**config.mk**
```make
export PLATFORM = sky130hd
export DESIGN_NAME = booth_radix4_multiplier
export DESIGN_NICKNAME = d
export VERILOG_FILES = /design/src/rtl/booth_pkg.sv /design/src/rtl/booth_r4_recoder.sv /design/src/rtl/booth_radix4_multiplier.sv
export SDC_FILE = /design/constraint.sdc
export NUM_CORES = 1
export LEC_CHECK = 0
export CORE_AREA = 2 2 114 61
export CTS_CLUSTER_DIAMETER = 30
export DETAILED_ROUTE_END_ITERATION = 10
export DIE_AREA = 0 0 116 63
export HOLD_SLACK_MARGIN = 0.05
export PLACE_DENSITY_LB_ADDON = 0.12
export SLEW_MARGIN = 20
export SYNTH_ARGS = -nofsm -noshare
export SYNTH_HDL_FRONTEND = slang
export SYNTH_HIERARCHICAL = 1
export SYNTH_SLANG_ARGS = --single-unit
```
**constraint.sdc**
```tcl
create_clock -name clk -period 5.95 [get_ports clk]
set_input_delay 0.8925 -clock clk [delete_from_list [all_inputs] [get_ports clk]]
set_output_delay 0.8925 -clock clk [all_outputs]
set_load 0.005 [all_outputs]
```
**src/rtl/booth_pkg.sv**
```systemverilog
// Shared types and helpers for the radix-4 Booth multiplier.
// UNSIGNED_MODE_EN adds one iteration so zero-extended operands are fully consumed.
package booth_pkg;

    typedef enum logic [1:0] {
        StIdle,
        StCalc,
        StDone
    } state_e;

    typedef enum logic [2:0] {
        DigZero,
        DigPos1,
        DigPos2,
        DigNeg1,
        DigNeg2
    } digit_e;

    function automatic int unsigned booth_iters(input int unsigned width);
`ifdef UNSIGNED_MODE_EN
        return width / 2 + 1;
`else
        return width / 2;
`endif
    endfunction

    // Triplet is {b[2i+1], b[2i], b[2i-1]}.
    function automatic digit_e booth_decode(input logic [2:0] trip);
        digit_e dig;
        case (trip)
            3'b001, 3'b010: dig = DigPos1;
            3'b011:         dig = DigPos2;
            3'b100:         dig = DigNeg2;
            3'b101, 3'b110: dig = DigNeg1;
            default:        dig = DigZero;
        endcase
        return dig;
    endfunction

endpackage

```
**src/rtl/booth_r4_recoder.sv**
```systemverilog
// Combinational radix-4 Booth recoder: maps a multiplier triplet to the partial product
// digit * mcand, formed at the extended operand width.
module booth_r4_recoder
    import booth_pkg::*;
#(
    parameter int unsigned EXT_WIDTH = 10
) (
    input  logic [2:0]           triplet,
    input  logic [EXT_WIDTH-1:0] mcand,
    output logic [EXT_WIDTH-1:0] pp
);

    digit_e digit;

    assign digit = booth_decode(triplet);

    always_comb begin
        pp = '0;
        unique case (digit)
            DigZero: pp = '0;
            DigPos1: pp = mcand;
            DigPos2: pp = mcand << 1;
            DigNeg1: pp = -mcand;
            DigNeg2: pp = -(mcand << 1);
            default: pp = '0;
        endcase
    end

endmodule

```
**src/rtl/booth_radix4_multiplier.sv**
```systemverilog
// Sequential radix-4 Booth multiplier with start/busy/done handshake.
// Optional UNSIGNED_MODE_EN adds the is_signed input (zero-extension when low).
module booth_radix4_multiplier
    import booth_pkg::*;
#(
    parameter int unsigned WIDTH = 8
) (
    input  logic                 clk,
    input  logic                 rst_n,
    input  logic                 start,
`ifdef UNSIGNED_MODE_EN
    input  logic                 is_signed,
`endif
    input  logic [WIDTH-1:0]     a,
    input  logic [WIDTH-1:0]     b,
    output logic                 busy,
    output logic                 done,
    output logic [2*WIDTH-1:0]   product
);

    localparam int unsigned EXT_W = WIDTH + 2;
    // Running sum can reach ~8/3 |a|, so the upper field carries extra guard bits.
    localparam int unsigned HI_W  = WIDTH + 4;
    localparam int unsigned ITERS = booth_iters(WIDTH);
    localparam int unsigned LO_W  = 2 * ITERS;
    localparam int unsigned ACC_W = HI_W + LO_W;
    localparam int unsigned CNT_W = $clog2(ITERS + 1);

    if ((WIDTH % 2) != 0 || WIDTH < 4) begin : g_width_check
        $error("booth_radix4_multiplier: WIDTH must be even and >= 4");
    end

    state_e               state_q, state_d;
    logic [EXT_W-1:0]     mcand_q, mcand_d;
    logic [EXT_W-1:0]     mplier_q, mplier_d;
    logic                 prev_q, prev_d;
    logic [CNT_W-1:0]     cnt_q, cnt_d;
    logic [ACC_W-1:0]     acc_q, acc_d;
    logic [2*WIDTH-1:0]   product_q, product_d;

    logic                 fill_a, fill_b;
    logic [EXT_W-1:0]     a_ext, b_ext;
    logic [EXT_W-1:0]     pp;
    logic [HI_W-1:0]      hi_sum;
    logic [ACC_W-1:0]     acc_step;
    logic                 accept;

`ifdef UNSIGNED_MODE_EN
    assign fill_a = is_signed & a[WIDTH-1];
    assign fill_b = is_signed & b[WIDTH-1];
`else
    assign fill_a = a[WIDTH-1];
    assign fill_b = b[WIDTH-1];
`endif

    assign a_ext = {{2{fill_a}}, a};
    assign b_ext = {{2{fill_b}}, b};

    booth_r4_recoder #(
        .EXT_WIDTH (EXT_W)
    ) u_recoder (
        .triplet (({mplier_q[1:0], prev_q})),
        .mcand   (mcand_q),
        .pp      (pp)
    );

    // Add the partial product into the upper field, then shift the whole accumulator by 2.
    assign hi_sum   = acc_q[ACC_W-1 -: HI_W] + {{(HI_W - EXT_W){pp[EXT_W-1]}}, pp};
    assign acc_step = $signed({hi_sum, acc_q[LO_W-1:0]}) >>> 2;

    assign accept = start && (state_q != StCalc);

    always_comb begin
        state_d   = state_q;
        mcand_d   = mcand_q;
        mplier_d  = mplier_q;
        prev_d    = prev_q;
        cnt_d     = cnt_q;
        acc_d     = acc_q;
        product_d = product_q;

        unique case (state_q)
            StIdle: begin
                state_d = StIdle;
            end
            StCalc: begin
                acc_d    = acc_step;
                prev_d   = mplier_q[1];
                mplier_d = $signed(mplier_q) >>> 2;
                cnt_d    = cnt_q - 1'b1;
                if (cnt_q == CNT_W'(1)) begin
                    state_d   = StDone;
                    product_d = acc_step[2*WIDTH-1:0];
                end
            end
            StDone: begin
                state_d = StIdle;
            end
            default: begin
                state_d = StIdle;
            end
        endcase

        if (accept) begin
            state_d  = StCalc;
            mcand_d  = a_ext;
            mplier_d = b_ext;
            prev_d   = 1'b0;
            cnt_d    = CNT_W'(ITERS);
            acc_d    = '0;
        end
    end

    always_ff @(posedge clk or negedge rst_n) begin
        if (!rst_n) begin
            state_q   <= StIdle;
            mcand_q   <= '0;
            mplier_q  <= '0;
            prev_q    <= 1'b0;
            cnt_q     <= '0;
            acc_q     <= '0;
            product_q <= '0;
        end else begin
            state_q   <= state_d;
            mcand_q   <= mcand_d;
            mplier_q  <= mplier_d;
            prev_q    <= prev_d;
            cnt_q     <= cnt_d;
            acc_q     <= acc_d;
            product_q <= product_d;
        end
    end

    assign busy    = (state_q == StCalc);
    assign done    = (state_q == StDone);
    assign product = product_q;

endmodule

```
# [Word level (Yosys, flattened, before mapping)]
# Cells that the tools add are included.
# W data, S select, Z words.
[word_totals] reg_bits=60 latchBits=0 mem_bits_rw=0 mem_bits_ro=0 inputBits=19 out_inout_bits=18 mem_count=0
[classes] addsub=4 mul=0 div_mod_pow=0 magnitude_cmp=0 eq_ne=15 shifts=0 mux=13 bitwise_logic=0 reduce_logical=5
[op_table] op="$mux W20" count=2
[op_table] op="$pmux W10 S4" count=1
[op_table] op="$neg A10 Y10" count=2
[op_table] op="$add A12 B12 Y12" count=1
[op_table] op="$eq A3 B2 Y1 const B" count=4
[op_table] op="$eq A3 B3 Y1 const B" count=4
[op_table] op="$pmux W3 S4" count=1
[op_table] op="$mux W10" count=1
[op_table] op="$eq A3 B1 Y1 const B" count=3
[op_table] op="$mux W9" count=1
[op_table] op="$mux W2" count=3
[op_table] op="$mux W3" count=2
[op_table] op="$reduce_or A2 Y1" count=2
[op_table] op="$ne A3 B1 Y1 const B" count=1
[op_table] op="$sub A3 B1 Y3 const B" count=1
[op_table] op="$eq A2 B1 Y1 const B" count=1
[op_table] op="$eq A2 B2 Y1 const B" count=1
[op_table] op="$mux W1" count=2
[op_table] op="$ne A2 B1 Y1 const B" count=1
[op_table] op="$reduce_and A2 Y1" count=1
[op_table] op="$reduce_bool A2 Y1" count=1
[op_table] op="$logic_and A1 B1 Y1" count=1

# [Depth between registers and ports, before layout]
[depth] depth_word=8 mapped_depth=12 ltp_nobuf=12

# [Modules after synthesis]
# Netlist, hierarchy kept.
[modules_own_cells] module="booth_radix4_multiplier" instances=1 cells_each=253 area_each_um2=2610.0 seq_area_each_um2=1376.3
[modules_own_cells] module="booth_r4_recoder" instances=1 cells_each=82 area_each_um2=564.3 seq_area_each_um2=0.0

# [Least setup slack after synthesis]
# OpenSTA, ideal clock, no wires.
[synth_path] path_kind="register -> register" startpoint="reg prev_q" endpoint="reg acc_q[16]" t_arrival_ns=2.483 slack_ns=3.339 stages_incl_launch_ff=13 n_path_buf=2 period_less_slack_ns=2.611 cell_sequence="dfrtp_1 -> buf_2 -> buf_2 -> nor3_1 -> o21ai_0 -> o21ai_0 -> inv_1 -> fa_1 -> nor2b_1 -> o2111ai_1 -> a21oi_1 -> o21a_1 -> o22ai_1"
[synth_via] elab_chain_len=8 word_cells_on_any_way=17
[synth_rtl] item="start: declaration" line="booth_radix4_multiplier.sv:36" source="logic prev_q, prev_d;"
[synth_rtl] item="start signal: assignment" line="booth_radix4_multiplier.sv:127" source="prev_q <= prev_d;"
[synth_rtl] item="$eq A3 B3 Y1, or another cell as far along" line="booth_pkg.sv:30" source="case (trip)"
[synth_rtl] item="$reduce_or A2 Y1" line="booth_pkg.sv:30"
[synth_rtl] item="$pmux W3 S4 (*)" line="booth_pkg.sv:30"
[synth_rtl] item="$eq A3 B3 Y1, or another cell as far along" line="booth_r4_recoder.sv:19" source="unique case (digit)"
[synth_rtl] item="$pmux W10 S4 (*)" line="booth_r4_recoder.sv:19"
[synth_rtl] item="net pp[1]" line="booth_radix4_multiplier.sv:43" source="logic [EXT_W-1:0] pp;"
[synth_rtl] item="$add A12 B12 Y12 (*)" line="booth_radix4_multiplier.sv:68" source="assign hi_sum = acc_q[ACC_W-1 -: HI_W] + {{(HI_W - EXT_W){pp[EXT_W-1]}}, pp};"
[synth_rtl] item="$mux W20 (*)" line="booth_radix4_multiplier.sv:82" source="unique case (state_q)"
[synth_rtl] item="$mux W20 (*)" line="booth_radix4_multiplier.sv:104" source="if (accept) begin"
[synth_rtl] item="end signal: assignment" line="booth_radix4_multiplier.sv:121" source="acc_q <= '0;"
[synth_rtl] item="end signal: assignment" line="booth_radix4_multiplier.sv:129" source="acc_q <= acc_d;"
[synth_rtl] item="end: declaration" line="booth_radix4_multiplier.sv:38" source="logic [ACC_W-1:0] acc_q, acc_d;"
# Mark *: on every way through the listed nets, which the timed path passes. The rest lies on a longest branch. The select of a mux whose other input is x is not followed.
# A chain may end at the register's enable or synchronous reset.

# [Final worst setup path]
# Same ends and word-level chain as after synthesis.

==> qor.csv <==
metric,value,unit
Leak,0.00167,uW
Slew Limit Headroom,52.9,%
Cells after DPL,448,
Worst EP arrival,3.52,ns
synth unique cells,52,
share of layout cells above drive strength 1,10.7,%
Avg Inst Size Synth,9.48,um^2
WS Path Type,reg2reg,
GPL Wtd Cong,0.938,
CTS sink count,55,
# setup viols final,0,
Hold Path Class,reg2reg,
vias per inst,5.44,
vias in the first global route,2306,
"Clk Latency, worst-skew pair",0.30,ns
async set-reset flop share out of synthesis,100,%
CTS tree,done,
post-synthesis cell area,0.00317,mm^2
drt wl/cell,15.3,um
TritonCTS Buffers,5,
# resized after CTS,0,
maximum ir drop on the vdd rail,0.000238,V
Die Footprint,0.00731,mm^2
run status,finished clean,
GR Layer Usage met2,28.1,%
via count,2481,
postcts setup bufs,0,
clk root buf,clkbuf_16,
Die Y,63,um
Worst EP required,6.12,ns
I/O pin cnt,37,
Main synth FF type,dfrtp_1,
number of synthesized flops with an enable pin,0,
WL final,6.98,mm
cell type with the highest aggregate area in the netlist,dfrtp_1,
Max Fclk,0.298,GHz
All-Layer GR Usage,20.5,%
most frequent cell after synthesis,nand2_1,
htree depth,2,
top cell type's share of synthesized area,43.4,%
starting density of the core,49.9,%
count of final max-slew check failures,0,
setup_tns,0,ns
Post-route DRC,0,
YS warnings,6,
largest net degree at the start of global routing,56,
Finished Layout Cells,456,
fin crit period,3.36,ns
final hold vios,0,
Routed Antenna Nets,0,
"CTS clk-pin slew, worst paths",0.07,ns
sequential share of the synthesized area,43.4,%
"flops & latches, synth",55,
Die W,116,um
placed cell area,0.00355,mm^2
global route overflow,0,
1st-iter DRT viols,230,
busiest grt layer,met1,
met3 global-route usage,5.72,%
input/output buffers,36,
drt first pass iters,4,
initial antenna violation count,0,
clock skew,0.00762,ns
post-layout util,58.6,%
RSZ-0062 raised after global routing,no,
Worst-Margin Slew,0.706,ns
Syn Nets,368,
Core Area,0.00636,mm^2
Synth Instances,335,
Setup crit start kind,register,
PwrDens,676,mW/mm^2
top post-synthesis cells by area,"dfrtp_1, nand2_1, ha_1, mux2_2, o21ai_0",
CTS Buffer Depth,2,
max cap viols,0,
post-layout net count,396,
GR Layer Usage met1,32.3,%
period utilization,56.4,%
Cell Rows,21,
dpl hpwl,4.86,mm
Finished Cell Area,0.00372,mm^2
first-pass GRT wire length,11.6,mm
most frequent cells after synthesis,"nand2_1, dfrtp_1, o21ai_0",
Crit. End Element,register,
n_diodes,0,
hold buffers post-CTS,0,
CP max FO,19,
area grow syn2layout,17.3,%
-- cell usage in the layout (no fill, tap or decap), types with 3 or more instances in the layout --
cell,n
nand3_2,3
clkdlybuf4s50_1,35
nor2_1,14
mux2i_1,11
clkbuf_16,5
nor2b_1,4
nor3_1,5
xnor2_1,5
dfrtp_1,55
xor2_1,8
nand4_1,8
o21ai_0,28
mux2_2,14
ha_1,13
inv_1,10
nand2_1,59
nand3_1,19
a22oi_1,3
a211o_1,5
a21oi_1,14
-- final cells by class --
| type | instances | area (um^2) |
|---|---|---|
| Tap cell | 92 | 115 |
| Clock buffer | 6 | 139 |
| Sequential cell | 55 | 1380 |
| Clock inverter | 2 | 35.0 |
| Fill cell | 581 | 2630 |
| Timing Repair Buffer | 38 | 370 |
| Inverter | 13 | 48.8 |
| Multi-Input combinational cell | 250 | 1640 |
-- critical path, cell delays in order (launching register included) --
cell and delay (ns):
dfrtp_1 0.75, nor2b_1 0.46, nor2_1 0.17, o21ai_0 0.46
inv_1 0.13, fa_1 0.44, nor2b_1 0.17, o2111ai_1 0.14
a21oi_1 0.22, o21a_1 0.20, o22ai_1 0.10
-- where the power goes --
part           switching [uW]  internal (uW)  leakage (uW)
registers                 195            565      0.000677
clock network             134            210     0.0000868
logic                     786            627      0.000908
total                    1120           1400       0.00167
-- metal layers --
| metal | routed length, um | part of all wire [%] | up-vias |
|---|---|---|---|
| met2 | 2860 | 41 | 72 |
| met3 | 477 | 6.8 | 2 |
| met4 | 12 | 0.17 | 0 |
| met5 | 0 | 0 | - |
| li1 | - | - | 1244 |
| met1 | 3630 | 52 | 1163 |
-- per-stage QoR --
step | hold slack, ns | setup WS (ns) | power [uW]
floorplan | 0.439 | 3.34 | 1790
CTS | 0.474 | 2.71 | 2520
finish | 0.471 | 2.59 | 2520
global route | 0.506 | 2.32 | 2740
global placement | 0.454 | 2.84 | 2120
detailed placement | 0.461 | 2.77 | 2160
-- sequential cells by signal, indices dropped and copies added (netlist names) --
| name | count |
|---|---|
| prev_q | 1 |
| acc_q | 16 |
| mcand_q | 8 |
| mplier_q | 9 |
| cnt_q | 3 |
| product | 16 |
| state_q | 2 |
-- logic make-up (layout without fill, tap and decap cells) --
logic type | Yosys count | after routing | synth area share (%)
AOI/OAI and AO/OA | 74 | 74 | 14.9
xor gates and xnor gates | 13 | 13 | 3.59
adders and majority gates | 14 | 14 | 5.75
buffers and inverters | 30 | 59 | 4.97
DFF | 55 | 55 | 43.4
muxes | 25 | 25 | 8.44
and+or+nand+nor | 124 | 124 | 19.0
-- path summary, 6_finish.rpt --
| check | depth (start not counted) | endpoint | slack [ns] | start |
|---|---|---|---|---|
| max | 10 | acc_q[16]$_DFFE_PN0P_ | 2.59 | prev_q$_DFFE_PN0P_ |
| min | 1 | cnt_q[2]$_DFFE_PN0P_ | 0.47 | cnt_q[2]$_DFFE_PN0P_ |
| max reg2reg | 10 | acc_q[16]$_DFFE_PN0P_ | 2.59 | prev_q$_DFFE_PN0P_ |
| min reg2reg | 1 | cnt_q[2]$_DFFE_PN0P_ | 0.47 | cnt_q[2]$_DFFE_PN0P_ |
| max in group asynchronous | 2 | product[8]$_DFFE_PN0P_ | 4.76 | rst_n |
| min in group asynchronous | 2 | mplier_q[4]$_DFFE_PN0P_ | 0.73 | rst_n |
Power figures use the tool's default switching activity.
==> variant 1 (same settings) <==
`product_q` no longer has a reset.
--- a/src/rtl/booth_radix4_multiplier.sv
+++ b/src/rtl/booth_radix4_multiplier.sv
@@ -120,5 +120,4 @@
             cnt_q     <= '0;
             acc_q     <= '0;
-            product_q <= '0;
         end else begin
             state_q   <= state_d;
@@ -128,6 +127,9 @@
             cnt_q     <= cnt_d;
             acc_q     <= acc_d;
-            product_q <= product_d;
         end
+    end
+
+    always_ff @(posedge clk) begin
+        product_q <= product_d;
     end
 
Check against the original RTL: not equivalent (a bounded check fails within 10 cycles, from zero or initial values and one cycle with rst_n low; the reset may be asserted at any time).
==> variant 1 against the original RTL <==
  * Cell area shrank 0.30%
  * Routed wire length fell by 9.3%
  * Total power grew 1.6%
  * Area after synthesis down 0.87%
  * Sequential cell count stayed put
  * Critical path depth decreased by 7
  * Utilization decreased by 0.18 points
  * Count of clock-buffer cells in the layout is 2 higher
  * Cell count decreased by 6.1%
  * Setup slack got worse by 0.15 ns
  * Combinational power increased by 3%
  * Critical path type is now flip-flop to output port
==> variant 1: results (changes against the original RTL) <==
Critical path
  – Cell family contributing the most delay on the critical path: buffers and inverters (was compound AO/OA/AOI/OAI gates)
  – Worst path slowest cell: inv_2 (was dfrtp_1)
  – Worst EP arrival: 2.61 ns (was 3.52 ns)
  – Crit path largest cell delay: 0.73 ns (was 0.75 ns)
  – Crit path max fanout: 39 (was 19)

Power and ir drop
  – Worst VDD drop: 0.3234 mV (was 0.2385 mV)
  – Int Pwr: 1.462 mW (was 1.401 mW)

Placed design
  – Pre-CTS WS: 2.707 ns (was 2.767 ns)
  – Post-DP Area: 0.003557 sq mm (was 0.003551 sq mm)
  – DP HPWL: 4562 um (was 4863 um)

Outcome
  – Outcome: complete, no violations (unchanged)

Global route
  – First-pass GRT wire length: 10830 um (was 11650 um)
  – Met2 Use GR: 24.42% (was 28.07%)
  – Met1 Use GR: 31.43% (was 32.28%)
  – GR Layer Usage met3: 5.432% (was 5.723%)

Layout
  – Non-filler cells, final: 428 (was 456)
  – Final nets: 368 (was 396)
  – Share of cells above drive strength 1: 10.12% (was 10.71%)

Timing
  – Measured slew at the worst slew-check pin: 0.9918 ns (was 0.7060 ns)
  – Skew final: 0.005416 ns (was 0.007616 ns)

Routing
  – Met3 wire length: 385 um (was 477 um)
  – Avg Vias per Cell: 5.407 (was 5.441)
  – DR iter-0 viols: 175 (was 230)
  – Wl on met1: 3404 um (was 3626 um)
  – Routed wl met2: 2496 um (was 2862 um)
  – Routed length per instance: 14.78 um (was 15.30 um)

Yosys
  – Ys async rst share: 70.91% (was 100.0%)
  – Commonest cells post-synth: dfrtp_1, nand2_1, edfxtp_1, nor2_1, o21ai_0 (was nand2_1, dfrtp_1, o21ai_0)
  – Distinct cell type count after synthesis: 51 (was 52)
-- variant 1: power by group through the flow --
| stage | Sequential (mW) | Clock (mW) | Combinational, mW |
|---|---|---|---|
| floorplan | 0.729 | 0 | 1.16 |
| global placement | 0.807 | 0 | 1.43 |
| detailed placement | 0.808 | 0 | 1.44 |
| CTS | 0.803 | 0.313 | 1.45 |
| global route | 0.832 | 0.333 | 1.65 |
| finish | 0.805 | 0.305 | 1.45 |
-- variant 1: worst paths after layout --
kind / startpoint / endpoint / slack (ns) / cells past startpoint
worst max-delay path: state_q[1]$_DFFE_PN0P_ / busy / 2.45 / 3
worst min register to register: acc_q[2]$_DFFE_PN0P_ / product[0]$_DFFE_PP_ / 0.45 / 0
worst min-delay path: acc_q[2]$_DFFE_PN0P_ / product[0]$_DFFE_PP_ / 0.45 / 0
min in group asynchronous: rst_n / mcand_q[2]$_DFFE_PN0P_ / 0.72 / 1
worst max register to register: mcand_q[0]$_DFFE_PN0P_ / product[14]$_DFFE_PP_ / 2.59 / 12
max in group asynchronous: rst_n / mplier_q[3]$_DFFE_PN0P_ / 4.65 / 1
-- variant 1: cell families after synthesis --
| family | share of synthesized area (%) |
|---|---|
| AO/OA/AOI/OAI | 13.20 |
| XOR/XNOR | 4.175 |
| adder cells (fa/ha/maj) | 5.805 |
| buffers and inverters | 4.334 |
| flip-flops | 46.28 |
| multiplexers | 8.827 |
| AND/OR/NAND/NOR | 17.38 |
-- variant 1: cell type report --
class | count | area, sq um | area share [%]
well taps | 92 | 115.1 | 3.100
repair buffers | 38 | 370.4 | 9.973
multi-input cells | 220 | 1559 | 41.98
flip-flops and latches | 55 | 1456 | 39.22
inverters | 15 | 56.30 | 1.516
clock buffers | 8 | 156.4 | 4.212
==> variant 2 (same settings) <==
Without the edit above. Build with the macro `UNSIGNED_MODE_EN` defined.
--- a/src/rtl/booth_pkg.sv
+++ b/src/rtl/booth_pkg.sv
@@ -1,4 +1,6 @@
 // Shared types and helpers for the radix-4 Booth multiplier.
 // UNSIGNED_MODE_EN adds one iteration so zero-extended operands are fully consumed.
+`define UNSIGNED_MODE_EN
+
 package booth_pkg;
 
Interface: changed (added is_signed); port bits go from 37 to 38. No check against the original RTL was run, so the function may have changed too.
==> variant 2 against the original RTL <==
  * Total power grew 13%
  * Hold slack is essentially flat
  * Cell area grew 11%
  * Via count grew 12%
  * Setup slack lost 0.022 ns
  * Critical endpoint is now product[15]$_DFFE_PN0P_
  * Utilization grew 6.7 points
  * Area after synthesis grew 7.2%
  * Sequential cell count grew 4
  * Clock skew shrank 0.00058 ns
  * Routed wire length grew 13%
  * Global-route usage grew 2.3 points
==> variant 2: results (changes against the original RTL) <==
Outcome
  – Outcome: complete, no violations (unchanged)

Power and ir drop
  – Worst VDD drop: 0.2683 mV (was 0.2385 mV)

Timing
  – Relative slew slack: 38.47% (was 52.93%)

Layout
  – Clock buf/inv share: 8.288% (was 4.669%)
  – Area of the multi-input gates: 0.001772 sq mm (was 0.001640 sq mm)
  – Share of cells above drive strength 1: 11.08% (was 10.71%)
  – Non-clk buf share: 9.343% (was 9.943%)
  – Inverters: 15 (was 13)
  – #MultiIn Comb: 267 (was 250)
  – Plain + repair buffers: 40 (was 38)
  – Non-filler cells, final: 489 (was 456)

Global route
  – Vias in the first global route: 2453 (was 2306)
  – GR Layer Usage met3: 7.274% (was 5.723%)
  – Largest net degree at the start of global routing: 60 (was 56)
  – Met1 Use GR: 37.55% (was 32.28%)

Critical path
  – Crit path max fanout: 34 (was 19)

Yosys
  – Most area-consuming cells after synthesis: dfrtp_1, nand2_1, ha_1 (unchanged)
  – Post-synth net total: 395 (was 368)
  – Register area share after synthesis: 43.38% (was 43.36%)
  – Syn Inst Count: 361 (was 335)

Clock tree
  – H-tree Lvls: 3 (was 2)
  – Clock sinks: 59 (was 55)
  – Clock transition at the registers of the reported paths: 0.05 ns (was 0.07 ns)

Placed design
  – DP HPWL: 5574 um (was 4863 um)
  – IO buf count: 37 (was 36)
  – Pre-CTS WS: 2.568 ns (was 2.767 ns)

Routing
  – Total iterations of the first detailed-routing run: 5 (was 4)
  – Wl on met1: 4129 um (was 3626 um)
  – Routed wl met2: 3037 um (was 2862 um)
  – DR iter-0 viols: 227 (was 230)
variant 2: changes by cell type after synthesis, moves of 3 or more:
cell      unedited run  this run
nand3_1             19         2
nand3b_1             1        17
dfrtp_1             55        59
clkbuf_1             7        10
a211o_1              5         0
nand2_1             59        73
nand4_1              8         3
inv_1               10        14
variant 2: cells by family (layout without fill, tap and decap cells):
kind of cell / after synthesis / after routing / synth area share, %
flops: 59 / 59 / 43.38
mux: 25 / 25 / 7.868
xor+xnor: 13 / 13 / 3.346
fa+ha+maj: 14 / 14 / 5.368
compound gates: 81 / 81 / 16.07
buf+inv: 35 / 71 / 4.559
simple gates: 134 / 134 / 19.41
variant 2: where the power goes:
part | total [mW] | internal, mW | switching [mW]
combinational | 1.44 | 0.619 | 0.820
sequential | 0.801 | 0.594 | 0.206
clock | 0.598 | 0.420 | 0.177
total | 2.84 | 1.63 | 1.20
variant 2: critical path, stage by stage (launching register included):
cell and delay (ns):
dfrtp_1 0.37, nand2b_1 0.14, buf_4 0.24, inv_1 0.71, nand3b_1 0.79, inv_1 0.61
mux2_2 0.39
variant 2: worst min-delay path by stage:
stage / slack [ns] / cells past startpoint / start / end
5_1_grt: 0.49 / 2 / mplier_q[6]$_DFFE_PN0P_ / mplier_q[4]$_DFFE_PN0P_
4_1_cts: 0.48 / 2 / product[5]$_DFFE_PN0P_ / product[5]$_DFFE_PN0P_
2_1_floorplan: 0.44 / 2 / acc_q[2]$_DFFE_PN0P_ / product[0]$_DFFE_PN0P_
6_report: 0.47 / 2 / product[2]$_DFFE_PN0P_ / product[2]$_DFFE_PN0P_
3_3_place_gp: 0.46 / 2 / product[5]$_DFFE_PN0P_ / product[5]$_DFFE_PN0P_
3_5_place_dp: 0.46 / 2 / product[5]$_DFFE_PN0P_ / product[5]$_DFFE_PN0P_
